## src/rtl/tx_arbiter_pkg.sv

```systemverilog
// tx_arbiter_pkg: flit and transmit-source types shared by the TX arbiter
package types;
   localparam int FLIT_W = 16;
   typedef logic [FLIT_W-1:0] flit_t;
   typedef enum logic [1:0] {
      TX_SRC_NONE = 2'd0,
      TX_SRC_ACK  = 2'd1,
      TX_SRC_RETX = 2'd2,
      TX_SRC_FWD  = 2'd3
   } tx_src_t;
   function automatic tx_src_t grant_to_src(input logic [2:0] g);
      return g[0] ? TX_SRC_ACK : g[1] ? TX_SRC_RETX : g[2] ? TX_SRC_FWD : TX_SRC_NONE;
   endfunction
endpackage

```

## src/rtl/tx_arbiter_pick_comb.sv

```systemverilog
// tx_arbiter_pick_comb: aging-aware fixed-priority pick, one-hot {fwd, retx, ack}
module tx_arbiter_pick_comb (
   input  logic       ack_valid,
   input  logic       retx_valid,
   input  logic       fwd_valid,
   input  logic       retx_at_limit,
   input  logic       fwd_at_limit,
   output logic [2:0] grant,
   output logic       override
);
   logic force_retx, force_fwd;
   always_comb begin
      force_retx = retx_valid && retx_at_limit;
      force_fwd  = fwd_valid && fwd_at_limit;
      override   = force_retx || force_fwd;
      grant      = force_retx ? 3'b010 : force_fwd ? 3'b100 : ack_valid ? 3'b001 :
                   retx_valid ? 3'b010 : fwd_valid ? 3'b100 : 3'b000;
   end
endmodule

```

## src/rtl/tx_arbiter.sv

```systemverilog
// tx_arbiter: starvation-safe TX arbiter with a one-entry registered output
module tx_arbiter
   import types::*;
#(
   parameter int STARVE_LIMIT = 4
) (
   input  logic    clk,
   input  logic    rst,
   input  flit_t   ack_flit,
   input  logic    ack_flit_valid,
   output logic    ack_flit_ready,
   input  flit_t   waiting_ack_buffer_flit,
   input  logic    waiting_ack_buffer_valid,
   output logic    waiting_ack_buffer_ready,
   input  flit_t   forwarded_flit,
   input  logic    forwarded_flit_valid,
   output logic    forwarded_flit_ready,
   output flit_t   flit_out,
   output logic    flit_out_valid,
   input  logic    flit_out_ready,
   output tx_src_t grant_src,
   output logic    starve_override
);
   localparam int CW = $clog2(STARVE_LIMIT + 1);
   localparam logic [CW-1:0] LIM = CW'(STARVE_LIMIT);
   logic [CW-1:0] cnt_retx, cnt_fwd;
   logic [2:0] grant;
   logic override, accept_en, accept;
   tx_arbiter_pick_comb u_pick (
      .ack_valid     (ack_flit_valid),
      .retx_valid    (waiting_ack_buffer_valid),
      .fwd_valid     (forwarded_flit_valid),
      .retx_at_limit (cnt_retx == LIM),
      .fwd_at_limit  (cnt_fwd == LIM),
      .grant         (grant),
      .override      (override)
   );
   always_comb begin
      accept_en                = !rst && (!flit_out_valid || flit_out_ready);
      accept                   = accept_en && |grant;
      ack_flit_ready           = accept_en && grant[0];
      waiting_ack_buffer_ready = accept_en && grant[1];
      forwarded_flit_ready     = accept_en && grant[2];
   end
   // a counter tracks consecutive bypasses only while its owner stays valid
   always_ff @(posedge clk) begin
      if (rst) begin
         flit_out        <= '0;
         flit_out_valid  <= 1'b0;
         grant_src       <= TX_SRC_NONE;
         starve_override <= 1'b0;
         cnt_retx        <= '0;
         cnt_fwd         <= '0;
      end else begin
         if (accept) begin
            flit_out        <= grant[0] ? ack_flit : grant[1] ? waiting_ack_buffer_flit : forwarded_flit;
            grant_src       <= grant_to_src(grant);
            starve_override <= override;
            flit_out_valid  <= 1'b1;
         end else if (flit_out_ready) begin
            flit_out_valid  <= 1'b0;
         end
         cnt_retx <= !waiting_ack_buffer_valid ? '0 : !accept ? cnt_retx : grant[1] ? '0 :
                     (cnt_retx == LIM) ? LIM : cnt_retx + 1'b1;
         cnt_fwd  <= !forwarded_flit_valid ? '0 : !accept ? cnt_fwd : grant[2] ? '0 :
                     (cnt_fwd == LIM) ? LIM : cnt_fwd + 1'b1;
      end
   end
endmodule
```

## config.mk

```make
export PLATFORM = sky130hd
export DESIGN_NAME = tx_arbiter
export DESIGN_NICKNAME = d
export VERILOG_FILES = /design/src/rtl/tx_arbiter_pkg.sv /design/src/rtl/tx_arbiter_pick_comb.sv /design/src/rtl/tx_arbiter.sv
export SDC_FILE = /design/constraint.sdc
export NUM_CORES = 1
export LEC_CHECK = 0
export ABC_AREA = 1
export ABC_CLOCK_PERIOD_IN_PS = 3150
export BUFFER_PORTS_ARGS = -buffer_cell sky130_fd_sc_hd__buf_2
export CAP_MARGIN = 30
export CORE_MARGIN = 3
export CORE_UTILIZATION = 35
export DETAILED_ROUTE_END_ITERATION = 10
export MAX_ROUTING_LAYER = met4
export PLACE_DENSITY_LB_ADDON = 0.25
export SYNTH_ARGS = -nofsm -noshare
export SYNTH_HDL_FRONTEND = slang
export SYNTH_SLANG_ARGS = --single-unit
```

## constraint.sdc

```tcl
create_clock -name clk -period 3.15 [get_ports clk]
set_clock_uncertainty 0.15 [all_clocks]
set_input_delay 0.63 -clock clk [delete_from_list [all_inputs] [get_ports clk]]
set_output_delay 0.63 -clock clk [all_outputs]
set_load 0.1 [all_outputs]
```

==> results of run 1 <==
report_power, final:
part	total [mW]	leakage, nW	switching (mW)	internal [mW]
clock	0.285	0.0357	0.114	0.170
sequential	0.366	0.214	0.0130	0.352
combinational	0.380	1.07	0.286	0.0933
total	1.03	1.32	0.413	0.616
cells by family (layout without fill, tap and decap cells):
| kind of cell | after synthesis | in the layout | synth area share (%) |
|---|---|---|---|
| compound gates | 45 | 45 | 14.9 |
| xor+xnor | 2 | 2 | 0.974 |
| buf+inv | 78 | 148 | 17.5 |
| simple gates | 119 | 119 | 34.9 |
| flops | 26 | 26 | 28.9 |
| fa+ha+maj | 4 | 4 | 2.78 |
sequential cells by signal (all words and copies together) (netlist names):
signal           flops
cnt_fwd              3
cnt_retx             3
flit_out            16
flit_out_valid       1
grant_src            2
starve_override      1
routing by layer:
metal / GRT usage [%] / up-vias / wire length, um
met5: - / - / 0
li1: - / 982 / -
met4: 5.69 / 0 / 62
met2: 28.7 / 39 / 2350
met1: 18.1 / 853 / 1980
met3: 2.20 / 5 / 170
cells in the final DEF (no fill, tap or decap):
cell	count
sky130_fd_sc_hd__nand3_4	1
sky130_fd_sc_hd__nand3_2	12
sky130_fd_sc_hd__clkbuf_8	3
sky130_fd_sc_hd__nor2_4	1
sky130_fd_sc_hd__bufinv_16	1
sky130_fd_sc_hd__a21oi_2	10
sky130_fd_sc_hd__nand2_2	10
sky130_fd_sc_hd__a21oi_1	12
sky130_fd_sc_hd__buf_4	2
sky130_fd_sc_hd__inv_2	6
sky130_fd_sc_hd__o21ai_1	12
sky130_fd_sc_hd__nand2_4	2
sky130_fd_sc_hd__o21ai_0	9
sky130_fd_sc_hd__dfxtp_1	26
sky130_fd_sc_hd__nand4_1	1
sky130_fd_sc_hd__nor2_2	1
sky130_fd_sc_hd__buf_12	1
sky130_fd_sc_hd__buf_2	75
sky130_fd_sc_hd__nand3_1	32
sky130_fd_sc_hd__inv_1	60
sky130_fd_sc_hd__ha_1	4
sky130_fd_sc_hd__xnor2_1	1
sky130_fd_sc_hd__nor2_1	37
sky130_fd_sc_hd__xor2_1	1
sky130_fd_sc_hd__nand2_1	22
sky130_fd_sc_hd__a21boi_1	2
Yosys cell counts:
master                     count  area, um2
sky130_fd_sc_hd__xor2_1        1       8.76
sky130_fd_sc_hd__nand2_1      22       82.6
sky130_fd_sc_hd__o21ai_1      12       60.1
sky130_fd_sc_hd__nand2_2      10       62.6
sky130_fd_sc_hd__o21ai_0       9       45.0
sky130_fd_sc_hd__a21boi_1      2       15.0
sky130_fd_sc_hd__nor2_4        1       11.3
sky130_fd_sc_hd__xnor2_1       1       8.76
sky130_fd_sc_hd__a21oi_2      10       87.6
sky130_fd_sc_hd__a21oi_1      12       60.1
sky130_fd_sc_hd__nand3_2      12        120
sky130_fd_sc_hd__nor2_1       37        139
sky130_fd_sc_hd__buf_2         8       40.0
sky130_fd_sc_hd__inv_2         6       22.5
sky130_fd_sc_hd__clkbuf_1      2       7.51
sky130_fd_sc_hd__buf_4         1       7.51
sky130_fd_sc_hd__nand2_4       2       22.5
sky130_fd_sc_hd__nor2_2        1       6.26
sky130_fd_sc_hd__nand4_1       1       6.26
sky130_fd_sc_hd__nand3_4       1       17.5
sky130_fd_sc_hd__buf_6         1       11.3
sky130_fd_sc_hd__inv_1        60        225
sky130_fd_sc_hd__nand3_1      32        160
sky130_fd_sc_hd__dfxtp_1      26        521
sky130_fd_sc_hd__ha_1          4       50.1
per-stage QoR:
step / utilization, % / total power [mW] / hold slack (ns) / cells / setup WS [ns]
finish: 47.4 / 1.03 / 0.318 / 411 / 0.467
global route: 47.4 / 1.09 / 0.353 / 411 / 0.244
CTS: 47.4 / 1.04 / 0.323 / 411 / 0.435
detailed placement: 45.9 / 0.757 / 0.308 / 407 / 0.590
global placement: 45.9 / 0.753 / 0.307 / 407 / 0.608
floorplan: - / 0.674 / 0.310 / 274 / 0.593
critical path, stage by stage (launching register included):
cell	delay, ns
sky130_fd_sc_hd__dfxtp_1	0.38
sky130_fd_sc_hd__inv_1	0.06
sky130_fd_sc_hd__ha_1	0.23
sky130_fd_sc_hd__nand3_4	0.12
sky130_fd_sc_hd__nand2_4	0.15
sky130_fd_sc_hd__nand2_4	0.26
sky130_fd_sc_hd__nand2_1	0.12
sky130_fd_sc_hd__inv_1	0.11
sky130_fd_sc_hd__buf_12	0.18
layout make-up:
class | instances | area (um2)
timing repair buffer | 78 | 410
inverter | 66 | 248
clock buffer | 3 | 41.3
sequential | 26 | 520
tap | 67 | 83.8
multi-input combinational | 170 | 963
fill | 528 | 2550
clock inverter | 1 | 30.0
worst min-delay path by stage:
| stage | end | depth (start not counted) | startpoint |
|---|---|---|---|
| after floorplan | cnt_fwd[1]$_SDFFE_PP0P_ | 2 | cnt_fwd[1]$_SDFFE_PP0P_ |
| after global placement | starve_override$_SDFFE_PP0P_ | 2 | starve_override$_SDFFE_PP0P_ |
| after detailed placement | starve_override$_SDFFE_PP0P_ | 2 | starve_override$_SDFFE_PP0P_ |
| after CTS | starve_override$_SDFFE_PP0P_ | 2 | starve_override$_SDFFE_PP0P_ |
| after global routing | starve_override$_SDFFE_PP0P_ | 2 | starve_override$_SDFFE_PP0P_ |
| final | starve_override$_SDFFE_PP0P_ | 2 | starve_override$_SDFFE_PP0P_ |
==> flow_summary.toml, run 1 <==
[run_status]
outcome = "completed"

[clock_tree]
cts_tree = "built"
clk_pin_slew_ns = 0.09
cts_buffers = 3
number_of_sinks_on_the_clock_net = 26
insertion_delay_ns = 0.28
postCtsHoldBufs = 0
cts_max_level = 1
cts_root_buf = "sky130_fd_sc_hd__clkbuf_8"
clockBufferDepth = 2
cts_setup_buffers = 0
ctsResizeCount = 0

[routing]
totalWireLength_mm = 4.56
drc = 0
dr.pass1.iters = 4
routed-via-count = 1879
detail_route.wl_per_cell_um = 11.1
final_antenna_net_count = 0
vias_per_cell = 4.57
detail_route.iter0.violations = 89

[grt]
pin_count_of_the_biggest_net_entering_global_routing = 33
grt_remaining_overflow = 0
grtUsageTotal_pct = 16.0
grt_first_pass_wirelength_mm = 7.74
antenna_found_initial = 0
grt_pass1_vias = 1834

[sta]
layout_worst_path_cycle_share_pct = 85.2
setup_total_negative_slack_ns = 0
rsz0062_at_grt = "no"
finalHoldViolations = 0
max_freq_ghz = 0.373
report.final.slew_viol_count = 0
final_period_minus_worst_setup_slack_ns = 2.68
final_setup_violating_endpoints = 0
relSlewSlack_pct = 46.7
worst_pin_slew_ns = 0.797

[power]
peakVddDrop_v = 0.000200
cellPowerDensity_nw_per_um2 = 448
static-leakage-power_nw = 1.32

[floorplanning]
die_x_um = 77.7
die_area_um2 = 6030
floorplan.initialDensity_pct = 37.1
die_height_um = 77.7
rows = 25
io-pin-count = 77
core_um2 = 4850

[synth]
syn_nets = 332
post_synth_inst_count = 274
synth_seq_cells = 26
syn-cell-area_um2 = 1800
yosysWarningCount = 0
ys_types = 25
synth.yosys.seq_area_share_pct = 28.9
synth_area_per_cell_um2 = 6.56

[critical_path]
crit-reg2reg-launch = "cnt_retx[0]$_SDFFE_PP0P_"
worstSetupEndpoint = "waiting_ack_buffer_ready"
critical_path_class = "flip-flop to primary output"
timing.critical_path.fanout_max = 19
worst_setup_path_startpoint = "cnt_fwd[0]$_SDFFE_PP0P_"
required_ns = 2.37
critical_path.startpoint_type = "flip-flop"
worst_ep_arrival_time_ns = 1.90
regToRegEndpoint = "flit_out[6]$_SDFFE_PP0P_"
worst-r2r-cell-count = 7
regToRegSetupSlack_ns = 0.92
critical_path_endpoint_category = "primary output"

[flow_run]
drv_cap = 0

[placement]
dp_hpwl_mm = 3.42
gpl.final_weighted_congestion = 0.782
postPlaceCellArea_um2 = 2230
io_buffers = 76

[layout]
stdcell_area_um2 = 2300
synthToLayoutAreaGrowth_pct = 27.8
post_route_cells_drive_above_1_share_pct = 36.3
antenna_cells = 0
final_nets = 403

[min_path]
hold_path_class = "flip-flop to flip-flop"
(Power assumes the default switching activity.)
==> inputs of run 2 (changes only) <==
Settings changed: ABC_CLOCK_PERIOD_IN_PS 3150 to 2250.
Clock period 3.15 ns to 2.25 ns, I/O delays scaled along.
==> flow_summary.toml, run 2 (same netlist as run 1, synthesis figures left out) <==
[routing]
vias_per_cell = 4.53
detail_route.wl_per_cell_um = 10.9
routed-via-count = 1895
totalWireLength_mm = 4.56
final_antenna_net_count = 0
drc = 0
detail_route.iter0.violations = 67
dr.pass1.iters = 4

[critical_path]
crit_chain = "inv_1 -> ha_1 -> nand3_4 -> nand4_1 -> inv_2 -> buf_12"
critical_path.startpoint_type = "flip-flop"
cpPeakStageDelay_ns = 0.36
critical_path_class = "flip-flop to primary output"
worstPathBufferInverterCount = 3
timing.critical_path.fanout_max = 6
critical_path_endpoint_category = "primary output"
worst_ep_arrival_time_ns = 1.52
required_ns = 1.65
cpLargestDelayFamily = "flip-flops"
cpMaxStageDelayCell = "sky130_fd_sc_hd__dfxtp_1"

[clock_tree]
cts_root_buf = "sky130_fd_sc_hd__clkbuf_8"
cts_tree = "built"
clockBufferDepth = 2
insertion_delay_ns = 0.27
postCtsHoldBufs = 0
clk_pin_slew_ns = 0.09
cts_max_level = 1
number_of_sinks_on_the_clock_net = 26
cts_buffers = 3
cts_setup_buffers = 0

[placement]
io_buffers = 76
postPlaceCellArea_um2 = 2320
gpl.final_weighted_congestion = 0.849
dp_hpwl_mm = 3.46

[layout]
final_nets = 410
layout.cells.most_common_list = "sky130_fd_sc_hd__buf_2 (73), sky130_fd_sc_hd__inv_1 (59), sky130_fd_sc_hd__nor2_1 (37)"
synthToLayoutAreaGrowth_pct = 32.8
largestRegisters = "flit_out (16), cnt_fwd (3), cnt_retx (3)"
number_of_flip_flops_under_the_largest_register_name = 16
stdcell_area_um2 = 2390
layout_commonest_cell = "sky130_fd_sc_hd__buf_2"
fillerInstances = 502
max_flop_register = "flit_out"
post_route_cells_drive_above_1_share_pct = 38.7
antenna_cells = 0

[grt]
grt_pass1_vias = 1775
grtUsageTotal_pct = 15.8
grt_remaining_overflow = 0
antenna_found_initial = 0
pin_count_of_the_biggest_net_entering_global_routing = 27
grt_first_pass_wirelength_mm = 7.73

[sta]
final_period_minus_worst_setup_slack_ns = 2.12
final_setup_violating_endpoints = 0
setup_total_negative_slack_ns = 0
finalHoldViolations = 0
worst_pin_slew_ns = 0.593
relSlewSlack_pct = 60.4
report.final.slew_viol_count = 0
max_freq_ghz = 0.473
layout_worst_path_cycle_share_pct = 94.0
rsz0062_at_grt = "no"

[run_status]
outcome = "completed"

[power]
cellPowerDensity_nw_per_um2 = 572
static-leakage-power_nw = 1.35
peakVddDrop_v = 0.000274

[floorplanning]
floorplan.initialDensity_pct = 37.1
die_x_um = 77.7
die_area_um2 = 6030
rows = 25
core_um2 = 4850
io-pin-count = 77
die_height_um = 77.7

[min_path]
hold_path_class = "input port to flip-flop"

[flow_run]
drv_cap = 0
==> run 2: changes by cell type in the layout (fill, tap and decap cells not counted), sizes merged <==
cell and change:
buf +7, clkbuf +1, bufinv -1
==> run 2: path summary, 6_finish.rpt <==
path	to	cells after the start	slack [ns]	startpoint
setup / recovery	ack_flit_ready	6	0.13	cnt_retx[0]$_SDFFE_PP0P_
hold / removal	flit_out_valid$_SDFFE_PP0P_	2	0.25	rst
setup reg to reg	flit_out[8]$_SDFFE_PP0P_	9	0.50	cnt_retx[0]$_SDFFE_PP0P_
hold reg to reg	starve_override$_SDFFE_PP0P_	2	0.33	starve_override$_SDFFE_PP0P_
==> run 2: final cells by class <==
type	instances	area, um2	share of cell area (%)
multi-input cells	170	973	40.8
flip-flops and latches	26	523	21.9
repair buffers	85	505	21.2
inverters	66	248	10.4
well taps	67	83.8	3.51
clock buffers	4	55.1	2.30
==> run 2: layer usage <==
layer / share of wire (%) / GRT usage [%] / vias up
met5: 0 / - / -
met4: 0.83 / 4.09 / 0
met3: 4.2 / 1.04 / 4
met2: 48 / 26.3 / 48
met1: 46 / 20.9 / 845
li1: - / - / 998
==> run 2: per-stage QoR <==
step / hold WS, ns / power (mW) / util [%] / instances / worst slack, ns
after floorplan: 0.310 / 0.943 / - / 274 / 0.0335
after global placement: 0.311 / 1.08 / 47.9 / 414 / 0.417
after detailed placement: 0.314 / 1.08 / 47.9 / 414 / 0.378
after CTS: 0.239 / 1.38 / 49.0 / 418 / 0.0782
after global routing: 0.252 / 1.44 / 49.3 / 418 / 0.0193
final: 0.253 / 1.37 / 49.3 / 418 / 0.134
==> run 2: power by group <==
group          switching, mW  total (mW)  internal, mW
Clock                  0.142       0.299         0.156
Combinational          0.406       0.555         0.149
Sequential            0.0187       0.512         0.494
==> run 2: what timing repair did <==
item / 4_1_cts / 5_1_grt
resized for setup: 0 / 4
endpoints found under the hold margin: 0 / 0
setup endpoints to repair: 0 / 2
